**config.mk**
```make
export PLATFORM = sky130hd
export DESIGN_NAME = target_scheduler
export DESIGN_NICKNAME = d
export VERILOG_FILES = /design/src/rtl/target_scheduler_pkg.sv /design/src/rtl/target_lfsr.sv /design/src/rtl/target_scheduler.sv
export SDC_FILE = /design/constraint.sdc
export NUM_CORES = 1
export LEC_CHECK = 0
export CAP_MARGIN = 5
export CELL_PAD_IN_SITES_DETAIL_PLACEMENT = 0
export CELL_PAD_IN_SITES_GLOBAL_PLACEMENT = 1
export CORE_AREA = 4 4 171 173
export CTS_CLUSTER_DIAMETER = 80
export CTS_CLUSTER_SIZE = 14
export DETAILED_ROUTE_END_ITERATION = 8
export DIE_AREA = 0 0 175 177
export PLACE_DENSITY_LB_ADDON = 0.1
export SYNTH_ARGS = -nofsm -noshare
export SYNTH_HDL_FRONTEND = slang
export SYNTH_SLANG_ARGS = --single-unit
```
**constraint.sdc**
```tcl
create_clock -name clk -period 3.9 [get_ports clk]
set_input_delay 0.78 -clock clk [delete_from_list [all_inputs] [get_ports clk]]
set_output_delay 0.78 -clock clk [all_outputs]
set_load 0.005 [all_outputs]
```
**src/rtl/target_scheduler_pkg.sv**
```systemverilog
// Shared definitions for the reflex-training target scheduler.
// Contents: FSM state encoding, LFSR width/taps/default seed, score ceiling,
// and a saturating score increment helper.
package target_scheduler_pkg;

    typedef enum logic [1:0] {
        StIdle    = 2'd0,
        StSpawn   = 2'd1,
        StArmed   = 2'd2,
        StHoldoff = 2'd3
    } state_e;

    localparam int unsigned LFSR_WIDTH = 16;
    // Galois feedback mask for taps 16,14,13,11 (right-shifting form).
    localparam logic [LFSR_WIDTH-1:0] LFSR_TAPS = 16'hB400;
    localparam logic [LFSR_WIDTH-1:0] LFSR_SEED = 16'hACE1;

    localparam logic [6:0] SCORE_MAX = 7'd99;

    function automatic logic [6:0] sat_inc(input logic [6:0] v);
        return (v >= SCORE_MAX) ? v : v + 7'd1;
    endfunction

endpackage

```
**src/rtl/target_lfsr.sv**
```systemverilog
// Free-running 16-bit Galois LFSR used as the spawn position source.
// Ports:
//   clk  - system clock
//   rst  - asynchronous active-low reset, loads SEED
//   lfsr - current LFSR state
module target_lfsr
    import target_scheduler_pkg::*;
#(
    parameter logic [LFSR_WIDTH-1:0] SEED = LFSR_SEED
) (
    input  logic                  clk,
    input  logic                  rst,
    output logic [LFSR_WIDTH-1:0] lfsr
);

    logic [LFSR_WIDTH-1:0] lfsr_d;

    always_comb begin
        lfsr_d = lfsr >> 1;
        if (lfsr[0]) begin
            lfsr_d = lfsr_d ^ LFSR_TAPS;
        end
    end

    always_ff @(posedge clk or negedge rst) begin
        if (!rst) begin
            lfsr <= SEED;
        end else begin
            lfsr <= lfsr_d;
        end
    end

endmodule

```
**src/rtl/target_scheduler.sv**
```systemverilog
// Target sequencer for one reflex-training round: spawns targets at
// pseudo-random positions, arms them for a fixed lifetime, and judges each
// trigger press as a hit or miss against the cursor.
// Ports:
//   clk, rst            - clock, asynchronous active-low reset
//   start               - level, high while a round runs
//   trigger             - one-cycle trigger pulse
//   cursor_x/cursor_y   - crosshair position
//   ball_x/ball_y       - target centre
//   target_visible      - draw enable
//   hit_pulse/miss_pulse- one-cycle event strobes
//   hits/misses         - saturating scores (0..99)
//   state               - FSM state for debug
module target_scheduler
    import target_scheduler_pkg::*;
#(
    parameter int                    H_RES         = 640,
    parameter int                    V_RES         = 480,
    parameter int                    RADIUS        = 16,
    parameter int unsigned           LIFE_TICKS    = 100000000,
    parameter int unsigned           HOLDOFF_TICKS = 10000000,
    parameter int unsigned           MAX_RETRY     = 8,
    parameter logic [LFSR_WIDTH-1:0] SEED          = LFSR_SEED
) (
    input  logic       clk,
    input  logic       rst,
    input  logic       start,
    input  logic       trigger,
    input  logic [9:0] cursor_x,
    input  logic [9:0] cursor_y,
    output logic [9:0] ball_x,
    output logic [9:0] ball_y,
    output logic       target_visible,
    output logic       hit_pulse,
    output logic       miss_pulse,
    output logic [6:0] hits,
    output logic [6:0] misses,
    output logic [1:0] state
);

    state_e                state_q, state_d;
    logic [9:0]            ball_x_q, ball_x_d, ball_y_q, ball_y_d;
    logic                  visible_q, visible_d, hit_q, hit_d, miss_q, miss_d;
    logic [6:0]            hits_q, hits_d, misses_q, misses_d;
    logic [31:0]           life_q, life_d, holdoff_q, holdoff_d, retry_q, retry_d;
    logic [LFSR_WIDTH-1:0] lfsr;

    target_lfsr #(
        .SEED (SEED)
    ) u_lfsr (
        .clk  (clk),
        .rst  (rst),
        .lfsr (lfsr)
    );

    // Spawn candidate and acceptance window.
    logic [9:0] cand_x, cand_y;
    logic       cand_ok;
    assign cand_x  = lfsr[9:0];
    assign cand_y  = {1'b0, lfsr[15:7]};
    assign cand_ok = (int'(cand_x) >= RADIUS) && (int'(cand_x) <= H_RES - 1 - RADIUS) &&
                     (int'(cand_y) >= RADIUS) && (int'(cand_y) <= V_RES - 1 - RADIUS) &&
                     ((cand_x != ball_x_q) || (cand_y != ball_y_q));

    // Square hitbox; 11-bit signed differences so edge targets never wrap.
    logic signed [10:0] dx, dy;
    logic        [10:0] adx, ady;
    logic               in_box;
    always_comb begin
        dx     = $signed({1'b0, cursor_x}) - $signed({1'b0, ball_x_q});
        dy     = $signed({1'b0, cursor_y}) - $signed({1'b0, ball_y_q});
        adx    = dx[10] ? 11'(-dx) : 11'(dx);
        ady    = dy[10] ? 11'(-dy) : 11'(dy);
        in_box = (int'(adx) <= RADIUS) && (int'(ady) <= RADIUS);
    end

    always_comb begin
        state_d   = state_q;
        ball_x_d  = ball_x_q;
        ball_y_d  = ball_y_q;
        hit_d     = 1'b0;
        miss_d    = 1'b0;
        hits_d    = hits_q;
        misses_d  = misses_q;
        life_d    = life_q;
        holdoff_d = holdoff_q;
        retry_d   = retry_q;

        if (state_q != StIdle && !start) begin
            state_d = StIdle;
        end else begin
            case (state_q)
                StIdle: begin
                    if (start) begin
                        hits_d   = '0;
                        misses_d = '0;
                        retry_d  = '0;
                        state_d  = StSpawn;
                    end
                end
                StSpawn: begin
                    if (retry_q >= MAX_RETRY) begin
                        // Fallback alternates between quarter points so the
                        // position always changes.
                        ball_x_d = (ball_x_q != 10'(H_RES / 4)) ? 10'(H_RES / 4)
                                                                 : 10'(3 * H_RES / 4);
                        ball_y_d = 10'(V_RES / 2);
                        retry_d  = '0;
                        life_d   = '0;
                        state_d  = StArmed;
                    end else if (cand_ok) begin
                        ball_x_d = cand_x;
                        ball_y_d = cand_y;
                        retry_d  = '0;
                        life_d   = '0;
                        state_d  = StArmed;
                    end else begin
                        retry_d = retry_q + 32'd1;
                    end
                end
                StArmed: begin
                    life_d = life_q + 32'd1;
                    // A hit beats a simultaneous timeout.
                    if (trigger && in_box) begin
                        hit_d     = 1'b1;
                        hits_d    = sat_inc(hits_q);
                        holdoff_d = '0;
                        state_d   = StHoldoff;
                    end else if (life_q == LIFE_TICKS - 1) begin
                        miss_d   = 1'b1;
                        misses_d = sat_inc(misses_q);
                        state_d  = StSpawn;
                    end else if (trigger) begin
                        miss_d   = 1'b1;
                        misses_d = sat_inc(misses_q);
                    end
                end
                StHoldoff: begin
                    if (holdoff_q == HOLDOFF_TICKS - 1) begin
                        holdoff_d = '0;
                        state_d   = StSpawn;
                    end else begin
                        holdoff_d = holdoff_q + 32'd1;
                    end
                end
                default: state_d = StIdle;
            endcase
        end

        visible_d = (state_d == StArmed);
    end

    always_ff @(posedge clk or negedge rst) begin
        if (!rst) begin
            state_q   <= StIdle;
            ball_x_q  <= 10'(H_RES / 2);
            ball_y_q  <= 10'(V_RES / 2);
            visible_q <= 1'b0;
            hit_q     <= 1'b0;
            miss_q    <= 1'b0;
            hits_q    <= '0;
            misses_q  <= '0;
            life_q    <= '0;
            holdoff_q <= '0;
            retry_q   <= '0;
        end else begin
            state_q   <= state_d;
            ball_x_q  <= ball_x_d;
            ball_y_q  <= ball_y_d;
            visible_q <= visible_d;
            hit_q     <= hit_d;
            miss_q    <= miss_d;
            hits_q    <= hits_d;
            misses_q  <= misses_d;
            life_q    <= life_d;
            holdoff_q <= holdoff_d;
            retry_q   <= retry_d;
        end
    end

    assign ball_x         = ball_x_q;
    assign ball_y         = ball_y_q;
    assign target_visible = visible_q;
    assign hit_pulse      = hit_q;
    assign miss_pulse     = miss_q;
    assign hits           = hits_q;
    assign misses         = misses_q;
    assign state          = state_q;

endmodule

```
; ---- Word-level counts from Yosys, hierarchy flattened
; Cells that the tools add are included.
[op_classes]
n_eq_ne = 15
n_reduce_logical = 22
bitwise = 2
order_cmp = 9
muxes = 43
add_sub_neg = 9
[ops]
columns = cell, count
row1 = $mux 32, 7
row2 = $pmux 32 s2, 3
row3 = $add 32x1->32 const B, 3
row4 = $mux 7, 7
row5 = $mux 10, 4
row6 = $eq 32x24->1 const B, 1
row7 = $eq 32x27->1 const B, 1
row8 = $ge 32x4->1 const B, 1
row9 = $pmux 7 s2, 2
row10 = $le 11x5->1 const B, 2
row11 = $mux 11, 2
row12 = $neg 11->11, 2
row13 = $sub 10x10->11, 2
row14 = $mux 16, 1
row15 = $add 7x1->7 const B, 2
row16 = $ge 7x7->1 const B, 2
row17 = $mux 2, 7
row18 = $reduce_and 3->1, 4
row19 = $reduce_bool 2->1, 6
row20 = $ge 10x5->1 const B, 1
row21 = $le 10x10->1 const B, 1
row22 = $ne 10x10->1, 1
row23 = $ne 10x8->1 const B, 1
row24 = $ne 9x10->1, 1
row25 = 16 further kinds, 36
[word_totals]
reg_bits = 151
input_bits = 24
output_inout_bits = 39
wordCells = 112

; ---- Depth between registers and ports, before layout
; Gate-level depths: netlist of run 1.
[logic_depth]
depth_word = 10
ltp_mapped = 16
ltp_nobuf = 14

; ---- Cells and area by module
; A second synthesis of run 1 with hierarchy kept.
[hier_totals]
cells_unflattened = 1063
area_unflattened_um2 = 9305.2
[modules_own_cells]
columns = module, cells_per_inst, n_inst, area_per_inst_um2, seq_area_each_um2
row1 = target_scheduler, 1031, 1, 8770.9, 3335.7
row2 = target_lfsr, 32, 1, 534.3, 410.4

; ---- Worst setup path before layout of run 1
; No wires, ideal clock.
[synth_path]
path_kind = input to register
start = input cursor_y[0]
end = register misses_q[3], in the netlist misses[3]
setup_slack_ns = -0.062
n_path_buf = 1
setup_time_ns = 0.124
required_ns = 3.776
stages = 15
arrival_time_ns = 3.838
cell_sequence = inv_1 -> ha_1 -> inv_1 -> fa_1 -> a21o_1 -> a311o_1 -> a41oi_2 -> o31ai_2 -> a2111oi_4 -> a211oi_2 -> and2_4 -> and4_4 -> buf_6 -> or4b_4 -> mux2i_1
[synth_via]
elab_chain_cells = 8
[synth_rtl]
columns = item, line_no
row1 = from (decl), target_scheduler.sv:30  ; input logic [9:0] cursor_y,
row2 = $sub 10x10->11 (*), target_scheduler.sv:71  ; dy = $signed({1'b0, cursor_y}) - $signed({1'b0, ball_y_q});
row3 = $neg 11->11, target_scheduler.sv:73  ; ady = dy[10] ? 11'(-dy) : 11'(dy);
row4 = $mux 11 (*), target_scheduler.sv:73
row5 = $le 11x5->1 (*), target_scheduler.sv:74  ; in_box = (int'(adx) <= RADIUS) && (int'(ady) <= RADIUS);
row6 = $logic_and 1x1->1 (*), target_scheduler.sv:74
row7 = $logic_and 1x1->1 (*), target_scheduler.sv:124  ; if (trigger && in_box) begin
row8 = $ne 2x2->1 (no line) (*), --
row9 = $reduce_and 5->1 (no line) (*), --
row10 = to (signal assigned), target_scheduler.sv:174  ; misses_q <= misses_d;
row11 = to (decl), target_scheduler.sv:44  ; logic [6:0] hits_q, hits_d, misses_q, misses_d;
; Every way passes the cells marked *; elsewhere a longest branch is shown, timed or not.
; A chain may end at the register's enable or synchronous reset.

; ---- Worst setup path after layout of run 1
[layout_path]
start = input cursor_y[4]
end = register misses_q[3], in the netlist misses[3]
; Same word-level chain as after synthesis.

==> impl_results.md, run 1 <==
- Status: completed
- CTS tree: built
- First-pass GRT wire length: 46300 um
- Longest Clk Path Bufs: 2
- GRT Overall Usage: 18.5%
- Post-synthesis adder-cell area fraction: 4.21%
- Synth top area cells: dfrtp_1 35%, nand2_1 4.6%, o21ai_0 4.3%
- Starting DRC count in detailed routing: 557
- Post-synthesis register bit count: 149
- Post-synthesis sequential area ratio: 39.2%
- Final Cell Area: 0.0123 mm2
- Synth unique cells: 89
- Fmax: 262 MHz
- N_diodes: 0
- Share of layout cells above drive strength 1: 20.3%
- Max_slew headroom: 24.8%
- DR pass1 iterations: 5
- Number of port buffers: 61
- H-tree depth: 4
- Via/cell ratio: 5.32
- Least-Margin Pin Slew: 1.13 ns
- Row count: 61
- Sequential cell area: 0.00375 mm2
- Syn Nets: 1157
- Clk_skew: 0.0124 ns
- Crit-path max FO: 7
- Worst Hold Class: input port to async pin
- I/O Pins: 63
- Final WL: 28900 um
- Kind of end point of the critical path: flop
- Post-CTS Hold Buffers: 0
- # clock sinks: 149
- Grt ovf: 0
- Vias: 8741
- Post-Route Utilization: 44.5%
- Complex-gate fraction of the synthesized area: 22.0%
- Cell taking the most area after synthesis: dfrtp_1
- Ys flop type: dfrtp_1
- Fin nets: 1306
- Avg WL per Cell: 17.6 um
- Die width: 175 um
- Remaining antenna violation count: 0
- Syn Area/Cell: 8.68 um2
- Maximum vdd ir drop: 0.320 mV
- Worst path arrival time: 4.13 ns
- Largest net degree at the start of global routing: 77
- Power density over cell area: 374 mW/mm2
- Largest family of logic cells by synthesized area: simple AND/OR/NAND/NOR gates
- Die height: 177 um
- Multi-input logic area: 0.00566 mm2
- CTS root buf: clkbuf_16
- Max-Cap Viols: 0
- Simple-gate area share of the yosys netlist: 24.0%
- Required time of the critical path: 4.22 ns
- Asr flop ratio synth: 100%
- GPL Wtd Cong: 0.804
- Endpoints failing hold: 0
- Warnings from Yosys: 0
- Cell Area, Synth: 0.00957 mm2
- Reg2reg setup slack: 0.16 ns
- Slew Limit Fails: 0
- Post-Synthesis Cells: 1102
- # setup viols final: 0
- Xor-xnor portion of the synthesized cell area: 4.54%
- Leak Pwr: 0.00531 uW
- Die area: 0.0310 mm2
- Crit path time final: 3.81 ns
- Yosys top cell area share: 35.3%
- Fin crit share: 97.8%
- Drc violations: 0
- Area after DPL: 0.0113 mm2
- Setup CP Type: input port to flop
- Area growth from synthesis to layout: 28.4%
- Clk slew on worst S/H paths: 0.07 ns
- Vias in the first global route: 8640
- CTS Buf Count: 17
- Starting Density: 34.6%
- EDFF count, synth: 0
- CP startpoint kind: input port
- Multiplexer area fraction after synthesis: 1.16%
- Dpl hpwl: 20200 um
- Fill count: 2779
- CORE AREA: 0.0276 mm2
- Antenna violations before repair: 0
- Clk_lat worst skew: 0.44 ns
[cell families (layout without fill, tap and decap cells)]
logic type | after synthesis | count (layout)
xor gates and xnor gates | 48 | 48
buffers and inverters | 106 | 267
DFF | 149 | 149
muxes | 11 | 11
adders and majority gates | 31 | 31
and+or+nand+nor | 447 | 448
other | 1 | 1
AOI/OAI and AO/OA | 309 | 309
[layout by cell type, fill, tap and decap left out, drive strengths merged, types with 9 or more instances in the layout]
cell	n
nand3	42
a31oi	18
mux2i	10
nor2	96
ha	29
nor3b	9
clkdlybuf4s50	56
nand4	24
buf	118
o31ai	16
nor2b	10
a22o	18
nand2b	11
inv	62
nor4	29
o21ai	85
o221ai	9
clkbuf	20
and3	24
and4	10
nand2	118
xnor2	16
or4	11
dfrtp	135
a21oi	73
xor2	31
nor3	22
or3	15
dfstp	14
a21o	12
[state kept, by name (all words and copies together) (netlist names)]
register,flops
target_visible,1
holdoff_q,32
retry_q,32
miss_pulse,1
ball_y,9
ball_x,9
life_q,32
u_lfsr.lfsr,16
hit_pulse,1
hits,7
state,2
misses,7
[cell usage after synthesis (all sizes together), types with 12 or more instances]
library cell	instances
or3	15
nand4	24
a31oi	18
a22o	18
dfstp	14
buf	18
ha	29
dfrtp	135
o21ai	85
inv	55
o31ai	16
clkbuf	33
nand3	42
a21o	12
and3	24
nor4	29
nor2	96
xnor2	16
nand2	118
nor3	22
a21oi	73
xor2	31
[timing repair]
action,4_1_cts,5_1_grt
resized for setup,8,63
setup endpoints to repair,31,50
buffers inserted,1,9
gates cloned,0,3
pin swaps,9,24
[critical path, cell delays in order]
cell and delay, ns:
clkdlybuf4s50_1 0.48, ha_2 0.32, a21o_1 0.28, a311o_1 0.38
a41oi_2 0.24, o31ai_2 0.13, a2111oi_4 0.36, a211oi_2 0.09
and2_4 0.19, and4_4 0.21, or4b_4 0.54, mux2i_1 0.13
[cell type report]
cell class,instances,share of cell area [%]
multi-input combinational,848,46.0
sequential,149,30.5
timing repair buffer,180,13.2
tap,378,3.85
clock buffer,18,3.57
inverter,55,1.68
clock inverter,14,1.15
[power breakdown]
group	switching, uW	leakage [uW]	internal [uW]	total (uW)
combinational	723	0.00307	560	1280
sequential	43.9	0.00196	1590	1630
clock	762	0.000283	916	1680
total	1530	0.00531	3060	4590
[stage by stage]
| step | TNS, ns | setup slack [ns] | cells | hold slack, ns | total power (uW) |
|---|---|---|---|---|---|
| 6_report | 0 | 0.0866 | 1642 | 0.394 | 4590 |
| 5_1_grt | -0.298 | -0.0265 | 1642 | 0.410 | 4850 |
| 4_1_cts | -0.0163 | -0.0158 | 1630 | 0.405 | 4540 |
| 2_1_floorplan | 0 | 0.00221 | 1102 | 0.353 | 2320 |
| 3_3_place_gp | -22.10 | -0.574 | 1597 | 0.397 | 2820 |
| 3_5_place_dp | -23.62 | -0.598 | 1597 | 0.394 | 2820 |
[path summary, 6_finish.rpt]
check / start / endpoint / cells past startpoint
max: cursor_y[4] / misses[3] / 12
min: rst / ball_y[1] / 1
max reg2reg: ball_y[0] / misses[3] / 13
min reg2reg: u_lfsr.lfsr[6] / u_lfsr.lfsr[5] / 0
max in group asynchronous: rst / u_lfsr.lfsr[10] / 2
min in group clk: u_lfsr.lfsr[6] / u_lfsr.lfsr[5] / 0
[layer usage]
| layer | track usage (%) | up-vias | routed length [um] |
|---|---|---|---|
| met5 | 0 | - | 0 |
| met4 | 4.65 | 0 | 331 |
| met3 | 3.31 | 20 | 919 |
| met2 | 29.3 | 125 | 13200 |
| met1 | 26.3 | 4239 | 14400 |
| li1 | - | 4357 | - |
No activity file was read; power rests on OpenSTA's default activity.
==> inputs of run 2 (changes only) <==
--- a/config.mk
+++ b/config.mk
@@ -14,6 +14,7 @@
 export DETAILED_ROUTE_END_ITERATION = 8
 export DIE_AREA = 0 0 175 177
 export PLACE_DENSITY_LB_ADDON = 0.1
+export SLEW_MARGIN = 20
 export SYNTH_ARGS = -nofsm -noshare
 export SYNTH_HDL_FRONTEND = slang
 export SYNTH_SLANG_ARGS = --single-unit
==> impl_results.md, run 2 (synthesis results as in run 1) <==
- DR pass1 iterations: 5 (unchanged)
- Max-Cap Viols: 0 (unchanged)
- Fin crit share: 98.1% (was 97.8%)
- I/O Pins: 63 (unchanged)
- Fin nets: 1313 (was 1306)
- Most common cell after layout, fill and taps aside: dfrtp_1 (unchanged)
- Required time of the critical path: 4.26 ns (was 4.22 ns)
- Sequential cell area: 0.00375 mm2 (about the same)
- Avg WL per Cell: 17.6 um (about the same)
- H-tree depth: 4 (unchanged)
- Kind of end point of the critical path: flop (unchanged)
- Die height: 177 um (unchanged)
- GRT Overall Usage: 18.6% (was 18.5%)
- Drc violations: 0 (unchanged)
- Final WL: 29000 um (was 28900 um)
- Number of port buffers: 61 (unchanged)
- Most frequent cells in the layout: 134 x dfrtp_1, 118 x nand2_1, 112 x buf_4 (was 135 x dfrtp_1, 118 x nand2_1, 109 x buf_4)
- Max_slew headroom: 46.0% (was 24.8%)
- Crit path time final: 3.83 ns (was 3.81 ns)
- Vias in the first global route: 8708 (was 8640)
- Clk slew on worst S/H paths: 0.07 ns (about the same)
- Top flop regs: holdoff_q: 32 flops, life_q: 32 flops, retry_q: 32 flops (unchanged)
- Clk_skew: 0.0145 ns (was 0.0124 ns)
- Row count: 61 (unchanged)
- Setup ws final: 0.0749 ns (was 0.0866 ns)
- Longest Clk Path Bufs: 2 (unchanged)
- Via/cell ratio: 5.32 (about the same)
- Fmax: 261 MHz (was 262 MHz)
- CTS tree: built (unchanged)
- Die width: 175 um (unchanged)
- Die area: 0.0310 mm2 (unchanged)
- Logic gate share of total power: 28.5% (was 27.9%)
- Dpl ws: -0.605 ns (was -0.598 ns)
- # setup viols final: 0 (unchanged)
- Maximum vdd ir drop: 0.342 mV (was 0.320 mV)
- Endpoints failing hold: 0 (unchanged)
- Vias: 8777 (was 8741)
- Worst Hold Class: input port to async pin (unchanged)
- Starting Density: 34.6% (unchanged)
- Antenna violations before repair: 0 (unchanged)
- CTS root buf: clkbuf_16 (unchanged)
- Status: completed (unchanged)
- P_sw: 1540 uW (was 1530 uW)
- Worst path arrival time: 4.18 ns (was 4.13 ns)
- Pwr Total: 4620 uW (was 4590 uW)
- Multi-input logic area: 0.00567 mm2 (was 0.00566 mm2)
- DR top layer: met4 (unchanged)
- Share of layout cells above drive strength 1: 20.4% (was 20.3%)
- Leak Pwr: 0.00535 uW (was 0.00531 uW)
- CORE AREA: 0.0276 mm2 (unchanged)
- M1 WL: 14500 um (was 14400 um)
- Clk_lat worst skew: 0.44 ns (about the same)
- Power Internal: 3080 uW (was 3060 uW)
- Starting DRC count in detailed routing: 455 (was 557)
- Remaining antenna violation count: 0 (unchanged)
- Crit-path max FO: 7 (unchanged)
- Slew Limit Fails: 0 (unchanged)
- Area growth from synthesis to layout: 29.5% (was 28.4%)
- Power density over cell area: 373 mW/mm2 (was 374 mW/mm2)
- N_diodes: 0 (unchanged)
- First-pass GRT wire length: 46800 um (was 46300 um)
- Post-CTS Hold Buffers: 0 (unchanged)
- Met3 routed WL: 970 um (was 919 um)
- Grt ovf: 0 (unchanged)
- Setup CP Type: input port to flop (unchanged)
- # clock sinks: 149 (unchanged)
- GPL Wtd Cong: 0.804 (unchanged)
- WL met2: 13200 um (about the same)
- Fill count: 2739 (was 2779)
- Least-Margin Pin Slew: 0.809 ns (was 1.13 ns)
- CTS Buf Count: 17 (unchanged)
- Flop pwr share: 35.3% (was 35.5%)
- Dpl hpwl: 20100 um (was 20200 um)
- CP startpoint kind: input port (unchanged)
- Largest net degree at the start of global routing: 77 (unchanged)
- Sw Share: 33.3% (about the same)
- Clock network power share: 36.2% (was 36.5%)
[run 2: repair_timing]
item,CTS,global route
setup endpoints to repair,32,50
cloned,0,5
buffers inserted,4,11
pin swaps,7,27
resized for setup,10,63
[run 2: power by group through the flow]
| stage | logic, uW | clock network [uW] | registers (uW) |
|---|---|---|---|
| finish | 1320 | 1670 | 1630 |
| global route | 1460 | 1800 | 1640 |
| CTS | 1190 | 1730 | 1630 |
| detailed placement | 1160 | 0 | 1660 |
| global placement | 1160 | 0 | 1660 |
| floorplan | 674 | 0 | 1650 |
[run 2: worst paths after layout]
kind                       cells after the start              to  slack [ns]            from
max                                           13       misses[2]        0.07     cursor_y[4]
min                                            1       ball_x[7]        0.41             rst
max reg2reg                                   18    holdoff_q[0]        0.17       ball_x[0]
min reg2reg                                    0  u_lfsr.lfsr[5]        0.41  u_lfsr.lfsr[6]
max in group asynchronous                      2  u_lfsr.lfsr[0]        2.71             rst
min in group clk                               0  u_lfsr.lfsr[5]        0.41  u_lfsr.lfsr[6]
[run 2: per-layer routing]
layer | GRT usage [%] | up-vias
li1 | - | 4358
met1 | 26.2 | 4276
met2 | 29.2 | 119
met3 | 3.72 | 24
met4 | 5.14 | 0
met5 | 0 | -
[run 2: final cells by class]
type	count	area share, %
Clock buffer	18	3.55
Clock inverter	14	1.16
Inverter	55	1.67
Multi-Input combinational cell	848	45.8
Sequential cell	149	30.3
Tap cell	378	3.82
Timing Repair Buffer	187	13.8
[run 2: metrics by stage]
| stage | hold slack (ns) | cells | area, um2 | util [%] | setup TNS [ns] |
|---|---|---|---|---|---|
| 2_1_floorplan | 0.353 | 1102 | 9570 | - | 0 |
| 3_3_place_gp | 0.397 | 1597 | 11300 | 40.8 | -22.10 |
| 3_5_place_dp | 0.393 | 1597 | 11300 | 40.8 | -23.87 |
| 4_1_cts | 0.404 | 1633 | 11900 | 43.2 | -0.118 |
| 5_1_grt | 0.413 | 1649 | 12400 | 44.8 | -0.131 |
| 6_report | 0.405 | 1649 | 12400 | 44.8 | 0 |
[run 2: critical path, stage by stage]
cell and delay (ns):
clkdlybuf4s50_1 0.48, ha_2 0.32, a21o_1 0.27, a311o_1 0.38
a41oi_2 0.25, o31ai_2 0.12, a2111oi_4 0.36, a211oi_2 0.09
and2_4 0.19, and4_4 0.23, buf_6 0.12, or4_4 0.47
a21oi_2 0.12
==> inputs of run 3 (changes only) <==
--- a/config.mk
+++ b/config.mk
@@ -5,14 +5,17 @@
 export SDC_FILE = /design/constraint.sdc
 export NUM_CORES = 1
 export LEC_CHECK = 0
+export ABC_AREA = 1
 export CAP_MARGIN = 5
 export CELL_PAD_IN_SITES_DETAIL_PLACEMENT = 0
 export CELL_PAD_IN_SITES_GLOBAL_PLACEMENT = 1
-export CORE_AREA = 4 4 171 173
+export CORE_AREA = 4 4 172 174
 export CTS_CLUSTER_DIAMETER = 80
 export CTS_CLUSTER_SIZE = 14
 export DETAILED_ROUTE_END_ITERATION = 8
-export DIE_AREA = 0 0 175 177
+export DIE_AREA = 0 0 176 178
+export DONT_BUFFER_PORTS = 1
+export GPL_TIMING_DRIVEN = 0
 export PLACE_DENSITY_LB_ADDON = 0.1
 export SLEW_MARGIN = 20
 export SYNTH_ARGS = -nofsm -noshare
==> impl_results.md, run 3 <==
- Least-Margin Pin Slew: 1.10 ns (was 0.809 ns)
- # clock sinks: 149 (unchanged)
- Crit-path max FO: 10 (was 7)
- Area growth from synthesis to layout: 11.1% (was 29.5%)
- Warnings from Yosys: 0 (unchanged)
- GRT Overall Usage: 18.5% (was 18.6%)
- Longest Clk Path Bufs: 2 (unchanged)
- Top flop regs: holdoff_q: 32 flops, life_q: 32 flops, retry_q: 32 flops (unchanged)
- Share of layout cells above drive strength 1: 6.66% (was 20.4%)
- Fin crit share: 90.5% (was 98.1%)
- Starting Density: 35.1% (was 34.6%)
- Remaining antenna violation count: 0 (unchanged)
- Clk_lat worst skew: 0.44 ns (about the same)
- Grt ovf: 0 (unchanged)
- Vias: 8679 (was 8777)
- Yosys top cell area share: 34.7% (was 35.3%)
- Worst path arrival time: 3.83 ns (was 4.18 ns)
- Syn Nets: 1419 (was 1157)
- Final WL: 28000 um (was 29000 um)
- First-pass GRT wire length: 46300 um (was 46800 um)
- Most common cell after layout, fill and taps aside: nand2_1 (was dfrtp_1)
- Drc violations: 0 (unchanged)
- CTS tree: built (unchanged)
- Power density over cell area: 531 mW/mm2 (was 373 mW/mm2)
- Die width: 176 um (was 175 um)
- Number of port buffers: 0 (was 61)
- Cell taking the most area after synthesis: dfrtp_1 (unchanged)
- GPL Wtd Cong: 0.873 (was 0.804)
- Syn Area/Cell: 7.15 um2 (was 8.68 um2)
- H-tree depth: 4 (unchanged)
- Crit path time final: 3.53 ns (was 3.83 ns)
- Antenna violations before repair: 2 (was 0)
- Dpl hpwl: 21800 um (was 20100 um)
- Pwr Total: 5750 uW (was 4620 uW)
- Clk slew on worst S/H paths: 0.07 ns (about the same)
- CORE AREA: 0.0278 mm2 (was 0.0276 mm2)
- Required time of the critical path: 4.21 ns (was 4.26 ns)
- Cell with the most instances after synthesis: nand2_1 (was dfrtp_1)
- Die area: 0.0313 mm2 (was 0.0310 mm2)
- Fin nets: 1438 (was 1313)
- Via/cell ratio: 4.89 (was 5.32)
- Clk_skew: 0.0153 ns (was 0.0145 ns)
- CP startpoint kind: flop (was input port)
- Fmax: 283 MHz (was 261 MHz)
- Maximum vdd ir drop: 0.270 mV (was 0.342 mV)
- Slew Limit Fails: 0 (unchanged)
- Largest net degree at the start of global routing: 150 (was 77)
- Ys flop type: dfrtp_1 (unchanged)
- Post-synthesis register bit count: 149 (unchanged)
- DR pass1 iterations: 8 (was 5)
- Die height: 178 um (was 177 um)
- Synth unique cells: 47 (was 89)
- Max_slew headroom: 26.3% (was 46.0%)
- Avg WL per Cell: 15.8 um (was 17.6 um)
- Endpoints failing hold: 0 (unchanged)
- Post-Route Utilization: 39.0% (was 44.8%)
- Commonest cells post-synth: 343 x nand2_1, 211 x inv_1, 160 x nor2_1 (was 135 x dfrtp_1, 118 x nand2_1, 96 x nor2_1)
- CTS root buf: clkbuf_16 (unchanged)
- Cell Area, Synth: 0.00975 mm2 (was 0.00957 mm2)
- Vias in the first global route: 8510 (was 8708)
- Setup CP Type: flop to flop (was input port to flop)
- Starting DRC count in detailed routing: 724 (was 455)
- Status: completed (unchanged)
- Leak Pwr: 0.00473 uW (was 0.00535 uW)
- CTS Buf Count: 17 (unchanged)
- Post-Synthesis Cells: 1364 (was 1102)
- Post-CTS Hold Buffers: 0 (unchanged)
- Synth top area cells: dfrtp_1 35%, nand2_1 13%, inv_1 8.1% (was dfrtp_1 35%, nand2_1 4.6%, o21ai_0 4.3%)
- Worst Hold Class: input port to async pin (unchanged)
- # setup viols final: 0 (unchanged)
- Kind of end point of the critical path: flop (unchanged)
- RSZ-0062 raised after global routing: false
- EDFF count, synth: 0 (unchanged)
- I/O Pins: 63 (unchanged)
- Most frequent cells in the layout: 343 x nand2_1, 211 x inv_1, 160 x nor2_1 (was 134 x dfrtp_1, 118 x nand2_1, 112 x buf_4)
- Row count: 61 (unchanged)
- Asr flop ratio synth: 100% (unchanged)
- Max-Cap Viols: 0 (unchanged)
- Post-synthesis sequential area ratio: 38.4% (was 39.2%)
-- run 3: changes by cell type in the layout (fill, tap and decap cells not counted), sizes merged, moves of 56 or more --
| cell | change |
|---|---|
| nand2 | +226 |
| nor2 | +67 |
| clkdlybuf4s50 | -56 |
| inv | +161 |
| buf | -114 |
-- run 3: timing repair --
| action | in CTS | in global routing |
|---|---|---|
| buffers inserted | 0 | 0 |
| gates resized for setup | 0 | 2 |
| setup endpoints to repair | 0 | 34 |
-- run 3: final timing paths --
kind / slack [ns] / start / to / cells past startpoint
hold reg to reg: 0.38 / u_lfsr.lfsr[0] / u_lfsr.lfsr[15] / 0
setup / recovery: 0.37 / ball_x[0] / holdoff_q[10] / 15
min in group clk: 0.38 / u_lfsr.lfsr[0] / u_lfsr.lfsr[15] / 0
max in group asynchronous: 3.58 / rst / state[0] / 0
setup reg to reg: 0.37 / ball_x[0] / holdoff_q[10] / 15
hold / removal: 0.03 / rst / ball_x[2] / 0
-- run 3: cell families (layout without fill, tap and decap cells) --
kind of cell	Yosys count	after routing	share of synthesized area (%)
AND/OR/NAND/NOR	737	737	32.6
buffers and inverters	243	275	9.94
flip-flops	149	149	38.4
AO/OA/AOI/OAI	145	145	9.63
XOR/XNOR	58	58	5.21
adder cells (fa/ha/maj)	31	31	4.13
other	1	3	0.0385
-- run 3: layout make-up --
class	count	area [um2]
Fill cell	3067	17000
Multi-Input combinational cell	972	5040
Sequential cell	149	3750
Inverter	216	811
Tap cell	378	473
Clock buffer	17	425
Clock inverter	15	168
Buffer	27	158
Antenna cell	2	5.00
-- run 3: worst max-delay path, cell delays in order, from the launching register on --
cell and delay (ns):
dfrtp_2 0.47, ha_1 0.18, inv_1 0.10, fa_1 0.44, nand2_1 0.09, nand3_1 0.12
nor2_2 0.20, nand3_2 0.13, o21ai_1 0.25, xor2_1 0.18, nand3_1 0.10, nor2_1 0.26
nand2_1 0.18, a21oi_4 0.39, buf_6 0.23, o21ai_0 0.09
-- run 3: layer usage --
layer	vias up	global-route usage, %	share of wire (%)
met5	-	0	0
met4	0	5.91	2.1
met3	40	3.52	4.1
met2	149	29.2	45
met1	4037	25.9	49
li1	4453	-	-
-- run 3: power breakdown --
part	leakage, uW	switching (uW)	internal (uW)	total (uW)
Clock	0.000273	785	857	1640
Combinational	0.00245	1550	690	2240
Sequential	0.00201	181	1680	1860
Total	0.00473	2520	3230	5750
-- run 3: per-stage QoR --
stage	hold slack [ns]	setup WS (ns)	cells	setup TNS, ns	instance area [um2]
global placement	0.361	-0.0397	1742	-0.360	10200
CTS	0.0319	0.211	1774	0	10800
finish	0.0342	0.371	1776	0	10800
global route	0.0104	0.0100	1776	0	10800
detailed placement	0.357	-0.0485	1742	-0.595	10200
floorplan	0.353	0.656	1364	0	9750
